$ cat config.mk
export PLATFORM = sky130hd
export DESIGN_NAME = router_drain_arbiter
export DESIGN_NICKNAME = d
export VERILOG_FILES = /design/src/rtl/router_drain_arbiter.sv
export SDC_FILE = /design/constraint.sdc
export NUM_CORES = 1
export LEC_CHECK = 0
export BUFFER_PORTS_ARGS = -buffer_cell sky130_fd_sc_hd__buf_2
export CAP_MARGIN = 20
export CORE_ASPECT_RATIO = 1.4
export CORE_MARGIN = 4
export CORE_UTILIZATION = 52
export CTS_BUF_LIST = sky130_fd_sc_hd__clkbuf_16
export DETAILED_ROUTE_END_ITERATION = 10
export GPL_TIMING_DRIVEN = 0
export PLACE_DENSITY = 0.78
export SLEW_MARGIN = 20
export SYNTH_ARGS = -nofsm -noshare
export SYNTH_HDL_FRONTEND = slang
export SYNTH_SLANG_ARGS = --single-unit
$ cat constraint.sdc
create_clock -name clk -period 2.2 [get_ports clk]
set_input_delay 0.11 -clock clk [delete_from_list [all_inputs] [get_ports clk]]
set_output_delay 0.11 -clock clk [all_outputs]
set_load 0.03 [all_outputs]
$ cat src/rtl/router_drain_arbiter.sv
// router_drain_arbiter
//   Round-robin drain scheduler for the router's three channel FIFOs. It grants
//   one channel at a time, pops up to BURST head bytes from it through read_en
//   and serialises them onto a single registered output stream tagged with the
//   source channel.
//
// Ports
//   clk        rising-edge clock
//   rst        asynchronous, active-high reset
//   en         1 = new grants allowed; 0 = finish current burst, then idle
//   vld[2:0]   per-channel FIFO non-empty flags
//   dout0..2   per-channel FIFO head bytes (valid when matching vld bit set)
//   read_en    one-hot pop strobe to the FIFOs (combinational, 0 during rst)
//   out_data   registered output byte
//   out_valid  out_data/out_ch hold a beat
//   out_ready  downstream accept
//   out_ch     source channel of the current beat
//   busy       1 whenever the scheduler is not idle
//   stall_err  sticky watchdog flag, cleared only by rst
//
// Handshake: a beat transfers on every rising edge where out_valid && out_ready.
// While out_valid is high and out_ready is low, out_data/out_ch are held stable
// and no FIFO pop happens; out_valid only drops after a transfer.

module router_drain_arbiter #(
  parameter int DW        = 8,
  parameter int BURST     = 4,
  parameter int STALL_MAX = 255
) (
  input  logic          clk,
  input  logic          rst,
  input  logic          en,
  input  logic [2:0]    vld,
  input  logic [DW-1:0] dout0,
  input  logic [DW-1:0] dout1,
  input  logic [DW-1:0] dout2,
  output logic [2:0]    read_en,
  output logic [DW-1:0] out_data,
  output logic          out_valid,
  input  logic          out_ready,
  output logic [1:0]    out_ch,
  output logic          busy,
  output logic          stall_err
);

  localparam int SW = $clog2(STALL_MAX + 1);

  typedef enum logic [1:0] {
    IDLE = 2'd0,
    LOAD = 2'd1,
    SEND = 2'd2
  } state_t;

  state_t        state;
  state_t        state_nxt;
  logic [1:0]    grant;
  logic [1:0]    last_grant;
  logic [1:0]    grant_sel;
  logic [3:0]    beat_cnt;
  logic [SW-1:0] stall_cnt;
  logic          vld_g;
  logic [DW-1:0] dout_g;
  logic          hs;
  logic          cont;

  // Round-robin pick: scan the channels after last_grant in rotating order.
  always_comb begin
    grant_sel = 2'd0;
    case (last_grant)
      2'd0:    grant_sel = vld[1] ? 2'd1 : (vld[2] ? 2'd2 : 2'd0);
      2'd1:    grant_sel = vld[2] ? 2'd2 : (vld[0] ? 2'd0 : 2'd1);
      default: grant_sel = vld[0] ? 2'd0 : (vld[1] ? 2'd1 : 2'd2);
    endcase
  end

  // Mux of the granted channel's flag and head byte.
  always_comb begin
    vld_g  = 1'b0;
    dout_g = '0;
    case (grant)
      2'd0:    begin vld_g = vld[0]; dout_g = dout0; end
      2'd1:    begin vld_g = vld[1]; dout_g = dout1; end
      default: begin vld_g = vld[2]; dout_g = dout2; end
    endcase
  end

  assign hs   = out_valid && out_ready;
  // Keep draining only while the burst has room and the FIFO still has data.
  assign cont = (beat_cnt < 4'(BURST)) && vld_g;

  // State register
  always_ff @(posedge clk or posedge rst) begin
    if (rst) state <= IDLE;
    else     state <= state_nxt;
  end

  // Next-state logic
  always_comb begin
    state_nxt = state;
    case (state)
      IDLE:    if (en && |vld) state_nxt = LOAD;
      LOAD:    state_nxt = vld_g ? SEND : IDLE;
      SEND:    if (hs && !cont) state_nxt = IDLE;
      default: state_nxt = IDLE;
    endcase
  end

  // Output logic: pops are combinational so the byte lands in out_data on the
  // same edge the FIFO advances.
  always_comb begin
    read_en = 3'b000;
    busy    = (state != IDLE);
    if (!rst) begin
      case (state)
        LOAD:    if (vld_g)       read_en = 3'b001 << grant;
        SEND:    if (hs && cont)  read_en = 3'b001 << grant;
        default: read_en = 3'b000;
      endcase
    end
  end

  // Grant and output beat registers
  always_ff @(posedge clk or posedge rst) begin
    if (rst) begin
      grant      <= 2'd0;
      last_grant <= 2'd2;  // channel 0 wins the first grant after reset
      out_data   <= '0;
      out_valid  <= 1'b0;
      out_ch     <= 2'd0;
      beat_cnt   <= 4'd0;
    end else begin
      case (state)
        IDLE: begin
          if (en && |vld) begin
            grant      <= grant_sel;
            last_grant <= grant_sel;
          end
        end
        LOAD: begin
          if (vld_g) begin
            out_data  <= dout_g;
            out_ch    <= grant;
            out_valid <= 1'b1;
            beat_cnt  <= 4'd1;
          end
        end
        SEND: begin
          if (hs) begin
            if (cont) begin
              out_data <= dout_g;
              beat_cnt <= beat_cnt + 4'd1;
            end else begin
              out_valid <= 1'b0;
            end
          end
        end
        default: ;
      endcase
    end
  end

  // Stall watchdog: counts consecutive held-but-refused cycles and saturates.
  always_ff @(posedge clk or posedge rst) begin
    if (rst) begin
      stall_cnt <= '0;
      stall_err <= 1'b0;
    end else if (out_valid && !out_ready) begin
      if (stall_cnt != SW'(STALL_MAX)) stall_cnt <= stall_cnt + 1'b1;
      if (stall_cnt == SW'(STALL_MAX - 1)) stall_err <= 1'b1;
    end else begin
      stall_cnt <= '0;
    end
  end

endmodule
; ---- Yosys cells after proc, flatten, opt, wreduce, memory -nomap -nowiden
; Cells that the tools add are included.
[op_classes]
addsub = 2
order_cmp = 1
n_eq_ne = 13
n_shift = 1
n_mux = 31
n_reduce_logical = 20
[ops]
columns = op, n
row1 = $mux W8, 5
row2 = $pmux W8 S2, 2
row3 = $mux W2, 8
row4 = $mux W4, 3
row5 = $ne A2 B2 Y1 const B, 6
row6 = $mux W3, 3
row7 = $add A8 B1 Y8 const B, 1
row8 = $eq A8 B8 Y1 const B, 1
row9 = $ne A8 B8 Y1 const B, 1
row10 = $pmux W4 S2, 1
row11 = $reduce_and A2 Y1, 4
row12 = $reduce_and A4 Y1, 2
row13 = $eq A2 B1 Y1 const B, 3
row14 = $logic_and A1 B1 Y1, 6
row15 = $logic_not A2 Y1, 3
row16 = $pmux W2 S3, 1
row17 = $pmux W3 S2, 1
row18 = $add A4 B1 Y4 const B, 1
row19 = $lt A4 B3 Y1 const B, 1
row20 = $mux W1, 4
row21 = $pmux W1 S2, 2
row22 = $pmux W2 S2, 1
row23 = $reduce_bool A2 Y1, 2
row24 = $reduce_or A3 Y1, 1
row25 = other kinds (4), 5
[word_totals]
ff_bits = 30
input_bits = 31
out_inout_bits = 16
word_cells = 77

; ---- Depth between registers and ports, before layout
; Gate-level depths: netlist of the first run.
[depth]
depth_word = 7
mapped_depth = 6

; ---- Worst setup path after synthesis of the first run
; No wires, ideal clock.
[synth_path]
path_type = flip-flop to output port
startpoint = reg state[0]
endpoint = out read_en[0]
arrival_ps = 1837
required_time_ps = 2090
slack_ps = 253
stages_incl_launch_ff = 6
path_buffers = 0
cell_sequence = dfrtp_1 > inv_1 > ha_1 > and4_1 > o2111a_1 > nor3b_1
[synth_between]
elab_chain_len = 3
elab_cells_between_ends = 4
classes_between = eq/ne: 2 / mux: 2
[synth_rtl]
columns = element, line
row1 = from (decl), 54  ; state_t state;
row2 = from (signal assigned), 94  ; else state <= state_nxt;
row3 = $eq A2 B2 Y1 / $eq A2 B1 Y1 (equally long branches), 114  ; case (state)
row4 = $pmux W3 S2 (*), 114
row5 = $mux W3 (*), 113  ; if (!rst) begin
row6 = to (decl), 37  ; output logic [2:0] read_en,
; Mark *: on every way between the ends. The rest lies on a longest branch, timed or not.

; ---- Worst setup path after layout of the first run
[layout_path]
startpoint = reg grant[0]
endpoint = out read_en[1]
[layout_between]
elab_chain_len = 7
elab_cells_between_ends = 10
classes_between = eq/ne: 1 / shift: 1 / mux: 5 / reduce/logical: 3
[layout_rtl]
columns = element, line
row1 = from (decl), 56  ; logic [1:0] grant;
row2 = from (signal assigned), 135  ; grant <= grant_sel;
row3 = $eq A2 B1 Y1 / $logic_not A2 Y1 (equally long branches), 80  ; case (grant)
row4 = $pmux W1 S2, 80
row5 = $logic_and A1 B1 Y1, 89  ; assign cont = (beat_cnt < 4'(BURST)) && vld_g;
row6 = $logic_and A1 B1 Y1, 116  ; SEND: if (hs && cont) read_en = 3'b001 << grant;
row7 = $mux W3, 116
row8 = $pmux W3 S2 (*), 114
row9 = $mux W3 (*), 113
; Marks and branches as above.

==> results.py, run 1 <==
metrics = {
    "status": {
        "outcome": "complete, no violations",
    },
    "yosys": {
        "yosysSeqAreaShare_pct": 42.5,
        "yosysTopAreaCell": "dfrtp_1",
        "syn_avg_cell_area_um2": 10.3,
        "ys_warn_count": 0,
        "netlist.area_leader.share_pct": 41.0,
        "synth-seq-cells": 29,
        "ys_types": 43,
        "synth_area_leaders": "dfrtp_1 (41%), mux2_4 (8.8%), mux2i_1 (5.9%)",
        "syn-cell-area_mm2": 0.00171,
        "syn_nets": 203,
        "netlist_instances": 166,
    },
    "run": {
        "maxCapViolCount": 0,
    },
    "timing": {
        "fin_crit_ns": 2.07,
        "tightest_slew_ns": 0.658,
        "rsz0062_at_grt": "false",
        "skew_ns": 0.00565,
        "fin_crit_sh_pct": 93.9,
        "hold_slack_ns": 0.129,
        "tns_ns": 0,
        "finalHoldViolCount": 0,
        "max_freq_mhz": 484,
        "relSlewSlack_pct": 56.0,
        "finalMaxSlewViolations": 0,
        "setup_viol": 0,
    },
    "final_layout": {
        "layout-drive-gt1-share_pct": 32.7,
        "diodes": 0,
        "syn2layout_area_growth_pct": 27.9,
        "final_cells": 262,
        "n_fill_cell": 253,
        "multi_input_area_um2": 923,
        "seq_area_um2": 727,
        "final_net_count": 259,
    },
    "pwr": {
        "power.leakage_nw": 1.06,
        "swShare_pct": 38.4,
        "p_per_area_mw_per_mm2": 1340,
        "seqPwrFrac_pct": 28.4,
        "vdd_drop_max_mv": 1.14,
        "p_int_mw": 1.80,
        "p_comb_share_pct": 45.9,
        "power.total_mw": 2.93,
        "clkPwrFrac_pct": 25.7,
        "p_sw_mw": 1.12,
    },
    "clocking": {
        "cts.reportedPaths.clkPinSlew_ns": 0.05,
        "clock_latency_ns": 0.28,
        "clk_path_buf_depth": 2,
        "cts_sinks": 29,
        "cts_tree": "done",
        "cts-htree-levels": 2,
        "cts_buffers": 5,
        "clk_root_buffer_cell": "clkbuf_16",
    },
    "die": {
        "dieArea_mm2": 0.00428,
        "initial_core_util_pct": 54.2,
        "rows": 24,
        "io_pins": 47,
        "die_y_um": 75.8,
        "die_x_um": 56.5,
        "coreArea_mm2": 0.00315,
    },
    "hold_path": {
        "hp-class": "in -> reg",
        "worstHoldStart": "en",
    },
    "route": {
        "wl_per_cell_um": 15.8,
        "viasPerCell": 5.68,
        "ant_nets": 0,
        "first_iter_violations": 40,
        "wl_mm": 4.13,
        "num_vias": 1487,
        "drc": 0,
        "first_pass_iters": 4,
    },
    "global_routing": {
        "antenna_found_initial": 0,
        "grt_util_all_layers_pct": 20.0,
        "grt_pass1_vias": 1560,
        "grt-ovfl-total": 0,
        "grt_pass1_wl_mm": 6.60,
        "grt_max_degree": 16,
    },
    "worst_setup_path": {
        "reg2reg_slack_ns": 0.35,
        "arrival_ns": 1.96,
        "path_class": "reg -> out",
        "worstPathMaxFanout": 7,
        "crit_family": "multiplexers",
        "cp_cell_sequence": "buf_6 -> mux2_4 -> mux2_4 -> o2111a_1 -> and3b_1 -> buf_2",
        "cp-startpoint": "grant[0]$_DFFE_PP0P_",
        "cp.required_ns": 2.09,
        "cpPeakStageDelay_ns": 0.37,
        "worst-path-buf-inv": 2,
        "startpoint_type": "flip-flop",
        "end_kind": "output pin",
        "slowest_stage": "dfrtp_1",
        "cp_common_cell": "mux2_4",
        "rr_startpoint": "state[0]$_DFFE_PP0P_",
    },
    "place": {
        "place_congestion": 0.809,
        "dp.cells": 252,
        "port_buffers": 46,
        "dp_hpwl_mm": 3.13,
    },
}
## timing repair
action	in CTS	in global routing
buffers inserted	0	0
gates resized for setup	0	0
hold buffers	2	0
hold endpoints to repair	14	0
## flip-flops by register name, indices dropped and copies added, names as in the netlist
name / cells
last_grant: 1
stall_err: 1
beat_cnt: 4
out_valid: 1
stall_cnt: 8
grant: 2
state: 2
out_data: 8
out_ch: 2
## power by group through the flow
stage | clock network [mW] | registers (mW) | logic [mW]
floorplan | 0 | 1.02 | 0.821
global placement | 0 | 0.822 | 1.28
detailed placement | 0 | 0.833 | 1.34
CTS | 0.761 | 0.829 | 1.35
global route | 0.789 | 0.852 | 1.45
finish | 0.752 | 0.832 | 1.34
## cells by family (layout without fill, tap and decap cells)
kind of cell / Yosys count / after routing / share of synthesized area (%)
AOI/OAI and AO/OA: 37 / 37 / 15.1
xor gates and xnor gates: 1 / 1 / 0.513
adders and majority gates: 6 / 6 / 4.39
buffers and inverters: 13 / 70 / 3.44
DFF: 29 / 29 / 42.5
muxes: 23 / 23 / 17.3
and+or+nand+nor: 57 / 57 / 16.8
## layout by cell type (no fill, tap or decap), types with 2 or more instances in the layout
| master | n |
|---|---|
| buf_2 | 48 |
| dfrtp_1 | 28 |
| nand2_1 | 19 |
| o21ai_0 | 16 |
| nor2_1 | 12 |
| mux2_4 | 10 |
| mux2i_1 | 10 |
| inv_1 | 9 |
| ha_1 | 6 |
| clkbuf_16 | 5 |
| nor3_1 | 4 |
| a31oi_1 | 4 |
| nand4_1 | 3 |
| nand3_1 | 3 |
| and3_1 | 3 |
| nand2b_1 | 2 |
| a21oi_1 | 2 |
| nor3b_1 | 2 |
| nor2b_1 | 2 |
| clkbuf_1 | 2 |
| mux2_1 | 2 |
| o2111a_1 | 2 |
| and3b_1 | 2 |
| a211oi_1 | 2 |
| dlygate4sd3_1 | 2 |
## layer usage
layer  up-vias  track usage, %  routed length (um)
met5         -               0                   0
met3        12            5.25                 205
met1       710            19.3                1550
met2        45            38.9                2290
li1        720               -                   -
met4         0            10.0                  78
## cell type report
cell class	instances	area share, %
clock inverters	3	1.72
inverters	8	1.37
multi-input cells	124	42.2
repair buffers	49	12.1
plain buffers	5	1.32
clock buffers	5	5.72
well taps	39	2.23
flip-flops and latches	29	33.3
## cell usage after synthesis, drive strengths merged
library cell	count
a211o	1
a211oi	2
a21oi	3
a221oi	1
a2bb2oi	1
a31o	1
a31oi	4
and2	1
and3	3
and3b	2
and4	1
buf	3
clkbuf	2
dfrtp	28
dfstp	1
ha	6
inv	8
mux2	12
mux2i	11
nand2	20
nand2b	2
nand3	3
nand3b	1
nand4	3
nor2	12
nor2b	2
nor3	4
nor3b	2
o2111a	2
o21a	1
o21ai	17
o311a	1
o311ai	2
o31ai	1
or4	1
xnor2	1
## final timing paths
kind,to,cells past startpoint
max,read_en[1],6
min,grant[0]$_DFFE_PP0P_,3
max reg2reg,out_data[5]$_DFFE_PP0P_,6
min reg2reg,stall_err$_DFFE_PP0P_,1
max in group asynchronous,out_ch[0]$_DFFE_PP0P_,4
min in group asynchronous,stall_cnt[3]$_DFFE_PP0P_,4
## tightest hold or removal path, cell delays in order
cell and delay [ns]:
buf_2 0.11, nand4_1 0.09, nand2_1 0.05
## stage by stage
step / instance area (um^2) / util, % / setup WS (ns)
after global routing: 2190 / 69.3 / 0.0476
after detailed placement: 2000 / 63.5 / 0.373
final: 2190 / 69.3 / 0.133
after floorplan: 1710 / - / 0.253
after CTS: 2190 / 69.3 / 0.120
after global placement: 1990 / 63.1 / 0.289
Note: power is estimated with default switching activity, not from simulation.
==> run 2, diff against run 1 <==
--- a/config.mk
+++ b/config.mk
@@ -14,6 +14,7 @@
 export DETAILED_ROUTE_END_ITERATION = 10
 export GPL_TIMING_DRIVEN = 0
 export PLACE_DENSITY = 0.78
+export REMOVE_ABC_BUFFERS = 1
 export SLEW_MARGIN = 20
 export SYNTH_ARGS = -nofsm -noshare
 export SYNTH_HDL_FRONTEND = slang
==> constraint.sdc (replaced) <==
create_clock -name clk -period 2.2 [get_ports clk]
set_input_delay 0.11 -clock clk [delete_from_list [all_inputs] [get_ports clk]]
set_output_delay 0.11 -clock clk [all_outputs]
set_load 0.005 [all_outputs]
==> run 2 against run 1 <==
Non-clock buffer count down 7. Via count down 2.9%. Routed wire length down 6.9%. Sequential share of layout area up 1.3 points. Utilization down 2.4 points. Critical path depth down 1. Power down 14%. Clock-buffer cell count unchanged. Clock power down 15%. Cell area down 3.5%. Flip-flop and latch count unchanged.
==> results.py, run 2 (same netlist as run 1, synthesis figures left out) <==
metrics = {
    "worst_setup_path": {
        "path_class": "reg -> out",
        "cpPeakStageDelay_ns": 0.58,
        "crit_family": "multiplexers",
        "worst-path-buf-inv": 1,
        "cp_cell_sequence": "mux2_4 -> mux2_4 -> o2111a_1 -> nor3b_1 -> buf_2",
        "cp.required_ns": 2.09,
        "cp_common_cell": "mux2_4",
        "end_kind": "output pin",
        "worstPathMaxFanout": 16,
        "slowest_stage": "dfrtp_2",
        "arrival_ns": 2.00,
        "startpoint_type": "flip-flop",
    },
    "final_layout": {
        "n_fill_cell": 257,
        "syn2layout_area_growth_pct": 23.4,
        "layout_common_cells": "buf_2 (46), dfrtp_1 (27), nand2_1 (19)",
        "diodes": 0,
        "final_net_count": 252,
        "final_common_cell": "buf_2",
        "multi_input_area_um2": 923,
        "largest_registers": "out_data (8), stall_cnt (8), beat_cnt (4)",
        "layout-drive-gt1-share_pct": 33.3,
        "seq_area_um2": 728,
        "final_cells": 255,
    },
    "clocking": {
        "cts-htree-levels": 2,
        "clk_root_buffer_cell": "clkbuf_16",
        "clk_path_buf_depth": 2,
        "cts_tree": "done",
        "cts.reportedPaths.clkPinSlew_ns": 0.05,
        "cts_sinks": 29,
        "cts_buffers": 5,
        "clock_latency_ns": 0.28,
    },
    "route": {
        "first_pass_iters": 4,
        "wl_per_cell_um": 15.1,
        "viasPerCell": 5.66,
        "num_vias": 1444,
        "wl_mm": 3.84,
        "ant_nets": 0,
        "first_iter_violations": 58,
        "drc": 0,
    },
    "global_routing": {
        "grt_pass1_vias": 1397,
        "grt_util_all_layers_pct": 19.1,
        "grt-ovfl-total": 0,
        "grt_pass1_wl_mm": 6.33,
        "grt_max_degree": 31,
        "antenna_found_initial": 0,
    },
    "pwr": {
        "vdd_drop_max_mv": 0.759,
        "power.leakage_nw": 1.02,
        "power.total_mw": 2.53,
        "p_per_area_mw_per_mm2": 1200,
    },
    "place": {
        "port_buffers": 46,
        "place_congestion": 0.802,
        "place_ws_ns": 0.143,
        "dp.cells": 246,
        "dp_hpwl_mm": 2.84,
    },
    "status": {
        "outcome": "complete, no violations",
    },
    "timing": {
        "finalMaxSlewViolations": 0,
        "tns_ns": 0,
        "rsz0062_at_grt": "false",
        "finalHoldViolCount": 0,
        "max_freq_mhz": 473,
        "fin_crit_sh_pct": 96.1,
        "tightest_slew_ns": 0.769,
        "fin_crit_ns": 2.11,
        "relSlewSlack_pct": 48.8,
        "setup_viol": 0,
        "skew_ns": 0.00396,
        "setup_ws_ns": 0.0853,
    },
    "die": {
        "rows": 24,
        "dieArea_mm2": 0.00428,
        "die_x_um": 56.5,
        "die_y_um": 75.8,
        "io_pins": 47,
        "initial_core_util_pct": 54.2,
        "coreArea_mm2": 0.00315,
    },
    "hold_path": {
        "hp-class": "in -> reg",
    },
    "run": {
        "maxCapViolCount": 0,
    },
}
[run 2: final timing paths]
path	start	end	slack, ns	depth (start not counted)
hold reg to reg	stall_err$_DFFE_PP0P_	stall_err$_DFFE_PP0P_	0.46	1
hold / removal	en	grant[0]$_DFFE_PP0P_	0.12	3
min in group asynchronous	rst	stall_err$_DFFE_PP0P_	0.45	3
setup / recovery	grant[0]$_DFFE_PP0P_	read_en[0]	0.09	5
max in group asynchronous	rst	grant[0]$_DFFE_PP0P_	1.30	3
setup reg to reg	grant[1]$_DFFE_PP0P_	out_data[4]$_DFFE_PP0P_	0.31	3
[run 2: timing repair]
item	in CTS	in global routing
hold endpoints to repair	28	0
setup buffers	0	0
resized for setup	1	0
hold buffers	1	0
endpoints found under the setup margin	3	0
[run 2: routing by layer]
layer | up-vias | GRT usage [%] | wire (um)
li1 | 697 | - | -
met1 | 695 | 21.0 | 1500
met2 | 41 | 34.4 | 2030
met3 | 11 | 5.08 | 195
met4 | 0 | 9.23 | 110
met5 | - | 0 | 0
[run 2: worst min-delay path: stages]
cell,delay (ns)
buf_2,0.12
nand4_1,0.08
nand2_1,0.05
[run 2: layout make-up]
cell class	instances	area share (%)
repair buffers	47	11.4
inverters	8	1.42
multi-input cells	124	43.8
flip-flops and latches	29	34.5
well taps	39	2.31
clock inverters	3	0.652
clock buffers	5	5.93
[run 2: through the flow]
step / instance area [um^2] / hold WS (ns) / util [%]
2_1_floorplan: 1680 / 0.196 / -
3_3_place_gp: 1960 / 0.385 / 62.1
3_5_place_dp: 1960 / 0.234 / 62.1
4_1_cts: 2110 / 0.118 / 66.9
5_1_grt: 2110 / 0.141 / 66.9
6_report: 2110 / 0.121 / 66.9
[run 2: where the power goes]
part | switching (mW) | internal (mW)
Combinational | 0.419 | 0.530
Sequential | 0.227 | 0.711
Clock | 0.230 | 0.409
==> run 3, diff against run 2 <==
--- a/config.mk
+++ b/config.mk
@@ -5,15 +5,16 @@
 export SDC_FILE = /design/constraint.sdc
 export NUM_CORES = 1
 export LEC_CHECK = 0
+export ABC_AREA = 1
 export BUFFER_PORTS_ARGS = -buffer_cell sky130_fd_sc_hd__buf_2
 export CAP_MARGIN = 20
 export CORE_ASPECT_RATIO = 1.4
 export CORE_MARGIN = 4
-export CORE_UTILIZATION = 52
+export CORE_UTILIZATION = 40
 export CTS_BUF_LIST = sky130_fd_sc_hd__clkbuf_16
 export DETAILED_ROUTE_END_ITERATION = 10
 export GPL_TIMING_DRIVEN = 0
-export PLACE_DENSITY = 0.78
+export PLACE_DENSITY = 0.63
 export REMOVE_ABC_BUFFERS = 1
 export SLEW_MARGIN = 20
 export SYNTH_ARGS = -nofsm -noshare
==> run 3 against run 2 <==
Die area grew 25%. Highest routed layer unchanged. Hold slack gained 0.046 ns. Largest power group unchanged. Flip-flop and latch count is the same. Combinational power grew 14%. Setup slack gained 0.073 ns. Clock skew grew 0.00069 ns. Critical path depth grew 1.
==> results.py, run 3 <==
metrics = {
    "die": {
        "coreArea_mm2": 0.00402,
        "initial_core_util_pct": 42.2,
        "die_y_um": 85.1,
        "io_pins": 47,
        "dieArea_mm2": 0.00536,
        "rows": 27,
        "die_x_um": 63.0,
    },
    "pwr": {
        "vdd_drop_max_mv": 0.717,
        "p_sw_mw": 1.02,
        "power.leakage_nw": 1.10,
        "p_comb_share_pct": 42.4,
        "seqPwrFrac_pct": 32.7,
        "p_int_mw": 1.53,
        "swShare_pct": 40.0,
        "clkPwrFrac_pct": 24.9,
        "p_per_area_mw_per_mm2": 1210,
    },
    "yosys": {
        "yosysMostFrequentCell": "nand2_1",
        "ys_warn_count": 0,
        "ys.flop_type": "dfrtp_1",
        "synth_area_leaders": "dfrtp_1 (41%), nand2_1 (17%), nand3_1 (6.8%)",
        "netlist.area_leader.share_pct": 41.3,
        "yosysTopAreaCell": "dfrtp_1",
        "yosysSeqAreaShare_pct": 42.8,
        "async_reset_ff_share_pct": 100,
        "synth_mux_area_share_pct": 0,
        "synth_commonest_cells": "nand2_1 (76), dfrtp_1 (28), nand3_1 (23)",
        "synth-compound-area-share_pct": 11.1,
        "synth_edf_count": 0,
        "synth-xor-area-share_pct": 1.03,
        "ys_types": 32,
        "synth-seq-cells": 29,
        "netlist_instances": 220,
        "syn-cell-area_mm2": 0.00170,
        "syn_avg_cell_area_um2": 7.71,
        "yosys.area_share.simple_pct": 33.5,
        "synth_top_family_by_area": "simple AND/OR/NAND/NOR gates",
        "synthAdderAreaFrac_pct": 4.42,
    },
    "timing": {
        "setup_ws_ns": 0.159,
        "finalHoldViolCount": 0,
        "fin_crit_ns": 2.04,
        "rsz0062_at_grt": "false",
        "tightest_slew_ns": 0.620,
        "fin_crit_sh_pct": 92.8,
        "max_freq_mhz": 490,
        "relSlewSlack_pct": 58.6,
        "finalMaxSlewViolations": 0,
        "setup_viol": 0,
        "skew_ns": 0.00465,
    },
    "route": {
        "first_pass_iters": 4,
        "viasPerCell": 5.01,
        "num_vias": 1578,
        "ant_nets": 0,
        "wl_mm": 3.95,
        "drc": 0,
        "first_iter_violations": 45,
        "wl_per_cell_um": 12.5,
    },
    "place": {
        "port_buffers": 46,
        "dp.cells": 304,
        "place_congestion": 0.775,
        "dpl_cell_area_mm2": 0.00194,
        "place_ws_ns": -0.139,
        "dp_hpwl_mm": 2.96,
    },
    "global_routing": {
        "grt_util_all_layers_pct": 16.0,
        "antenna_found_initial": 0,
        "grt_pass1_wl_mm": 6.79,
        "grt-ovfl-total": 0,
        "grt_max_degree": 31,
        "grt_pass1_vias": 1540,
    },
    "final_layout": {
        "final_common_cell": "nand2_1",
        "final_net_count": 308,
        "layout-drive-gt1-share_pct": 25.0,
        "fin_area_mm2": 0.00210,
        "largest_registers": "out_data (8), stall_cnt (8), beat_cnt (4)",
        "diodes": 0,
        "layout_common_cells": "nand2_1 (76), buf_2 (46), dfrtp_1 (27)",
        "final_cells": 315,
        "syn2layout_area_growth_pct": 24.0,
        "n_fill_cell": 415,
    },
    "clocking": {
        "cts-htree-levels": 2,
        "cts_buffers": 5,
        "clock_latency_ns": 0.28,
        "clk_path_buf_depth": 2,
        "cts_sinks": 29,
        "clk_root_buffer_cell": "clkbuf_16",
        "cts.reportedPaths.clkPinSlew_ns": 0.05,
        "cts_tree": "done",
    },
    "status": {
        "outcome": "complete, no violations",
    },
    "hold_path": {
        "hp-class": "in -> reg",
    },
    "worst_setup_path": {
        "cp.required_ns": 2.09,
        "end_kind": "output pin",
        "path_class": "reg -> out",
        "startpoint_type": "flip-flop",
        "worstPathMaxFanout": 12,
        "arrival_ns": 1.93,
    },
    "run": {
        "maxCapViolCount": 0,
    },
}
-- run 3: changes by cell type after synthesis, sizes merged, moves of 3 or more --
cell | before | now
a21oi | 3 | 7
mux2 | 12 | 0
inv | 8 | 21
a31oi | 4 | 1
mux2i | 11 | 0
nand2 | 20 | 79
and3 | 3 | 0
nand3 | 3 | 25
-- run 3: power by group through the flow --
stage	registers (mW)	logic, mW	clock network, mW
3_5_place_dp	0.837	1.06	0
3_3_place_gp	0.834	1.03	0
4_1_cts	0.833	1.06	0.652
6_report	0.833	1.08	0.635
5_1_grt	0.860	1.24	0.678
2_1_floorplan	0.822	0.722	0
-- run 3: worst paths after layout --
| check | cells after the start | end | slack (ns) | from |
|---|---|---|---|---|
| worst max-delay path | 6 | read_en[2] | 0.16 | grant[1]$_DFFE_PP0P_ |
| worst min-delay path | 5 | out_data[4]$_DFFE_PP0P_ | 0.17 | dout1[4] |
| worst max register to register | 7 | out_data[7]$_DFFE_PP0P_ | 0.22 | grant[1]$_DFFE_PP0P_ |
| worst min register to register | 1 | stall_cnt[6]$_DFFE_PP0P_ | 0.46 | stall_cnt[6]$_DFFE_PP0P_ |
| max in group asynchronous | 3 | grant[1]$_DFFE_PP0P_ | 1.30 | rst |
| min in group asynchronous | 3 | out_data[2]$_DFFE_PP0P_ | 0.46 | rst |
-- run 3: per-stage QoR --
stage | hold WS [ns] | setup TNS, ns | total power [mW] | utilization (%)
finish | 0.167 | 0 | 2.55 | 52.3
global route | 0.201 | 0 | 2.78 | 52.3
global placement | 0.450 | -1.23 | 1.87 | 48.2
detailed placement | 0.237 | -1.46 | 1.89 | 48.2
floorplan | 0.196 | 0 | 1.54 | -
CTS | 0.165 | 0 | 2.54 | 51.9
-- run 3: critical path, stage by stage, from the launching register on --
cell and delay (ns):
dfrtp_2 0.51, nor2_2 0.45, nand2_1 0.22, nand4_4 0.15
o21ai_2 0.07, and2_1 0.13, buf_2 0.12
-- run 3: layout make-up --
cell class | instances | area, um^2 | share of cell area (%)
multi-input cells | 165 | 851 | 40.4
repair buffers | 49 | 255 | 12.1
clock buffers | 5 | 125 | 5.95
clock inverters | 3 | 12.5 | 0.595
well taps | 43 | 53.8 | 2.56
flip-flops and latches | 29 | 728 | 34.6
inverters | 21 | 78.8 | 3.75
-- run 3: layer usage --
metal / share of wire (%) / GRT usage, %
met2: 52 / 29.0
met1: 41 / 17.3
met4: 2.3 / 8.43
met3: 4.3 / 3.31
met5: 0 / 0
-- run 3: timing repair --
| item | 4_1_cts | 5_1_grt |
|---|---|---|
| hold endpoints to repair | 28 | 0 |
| resized for setup | 1 | 1 |
| hold buffers | 1 | 0 |
| setup buffers | 0 | 2 |
| cloned | 0 | 0 |
| endpoints found under the setup margin | 15 | 14 |
-- run 3: cell families after synthesis --
group | count (synthesis)
xor+xnor | 2
buf+inv | 26
simple gates | 126
fa+ha+maj | 6
flops | 29
compound gates | 31
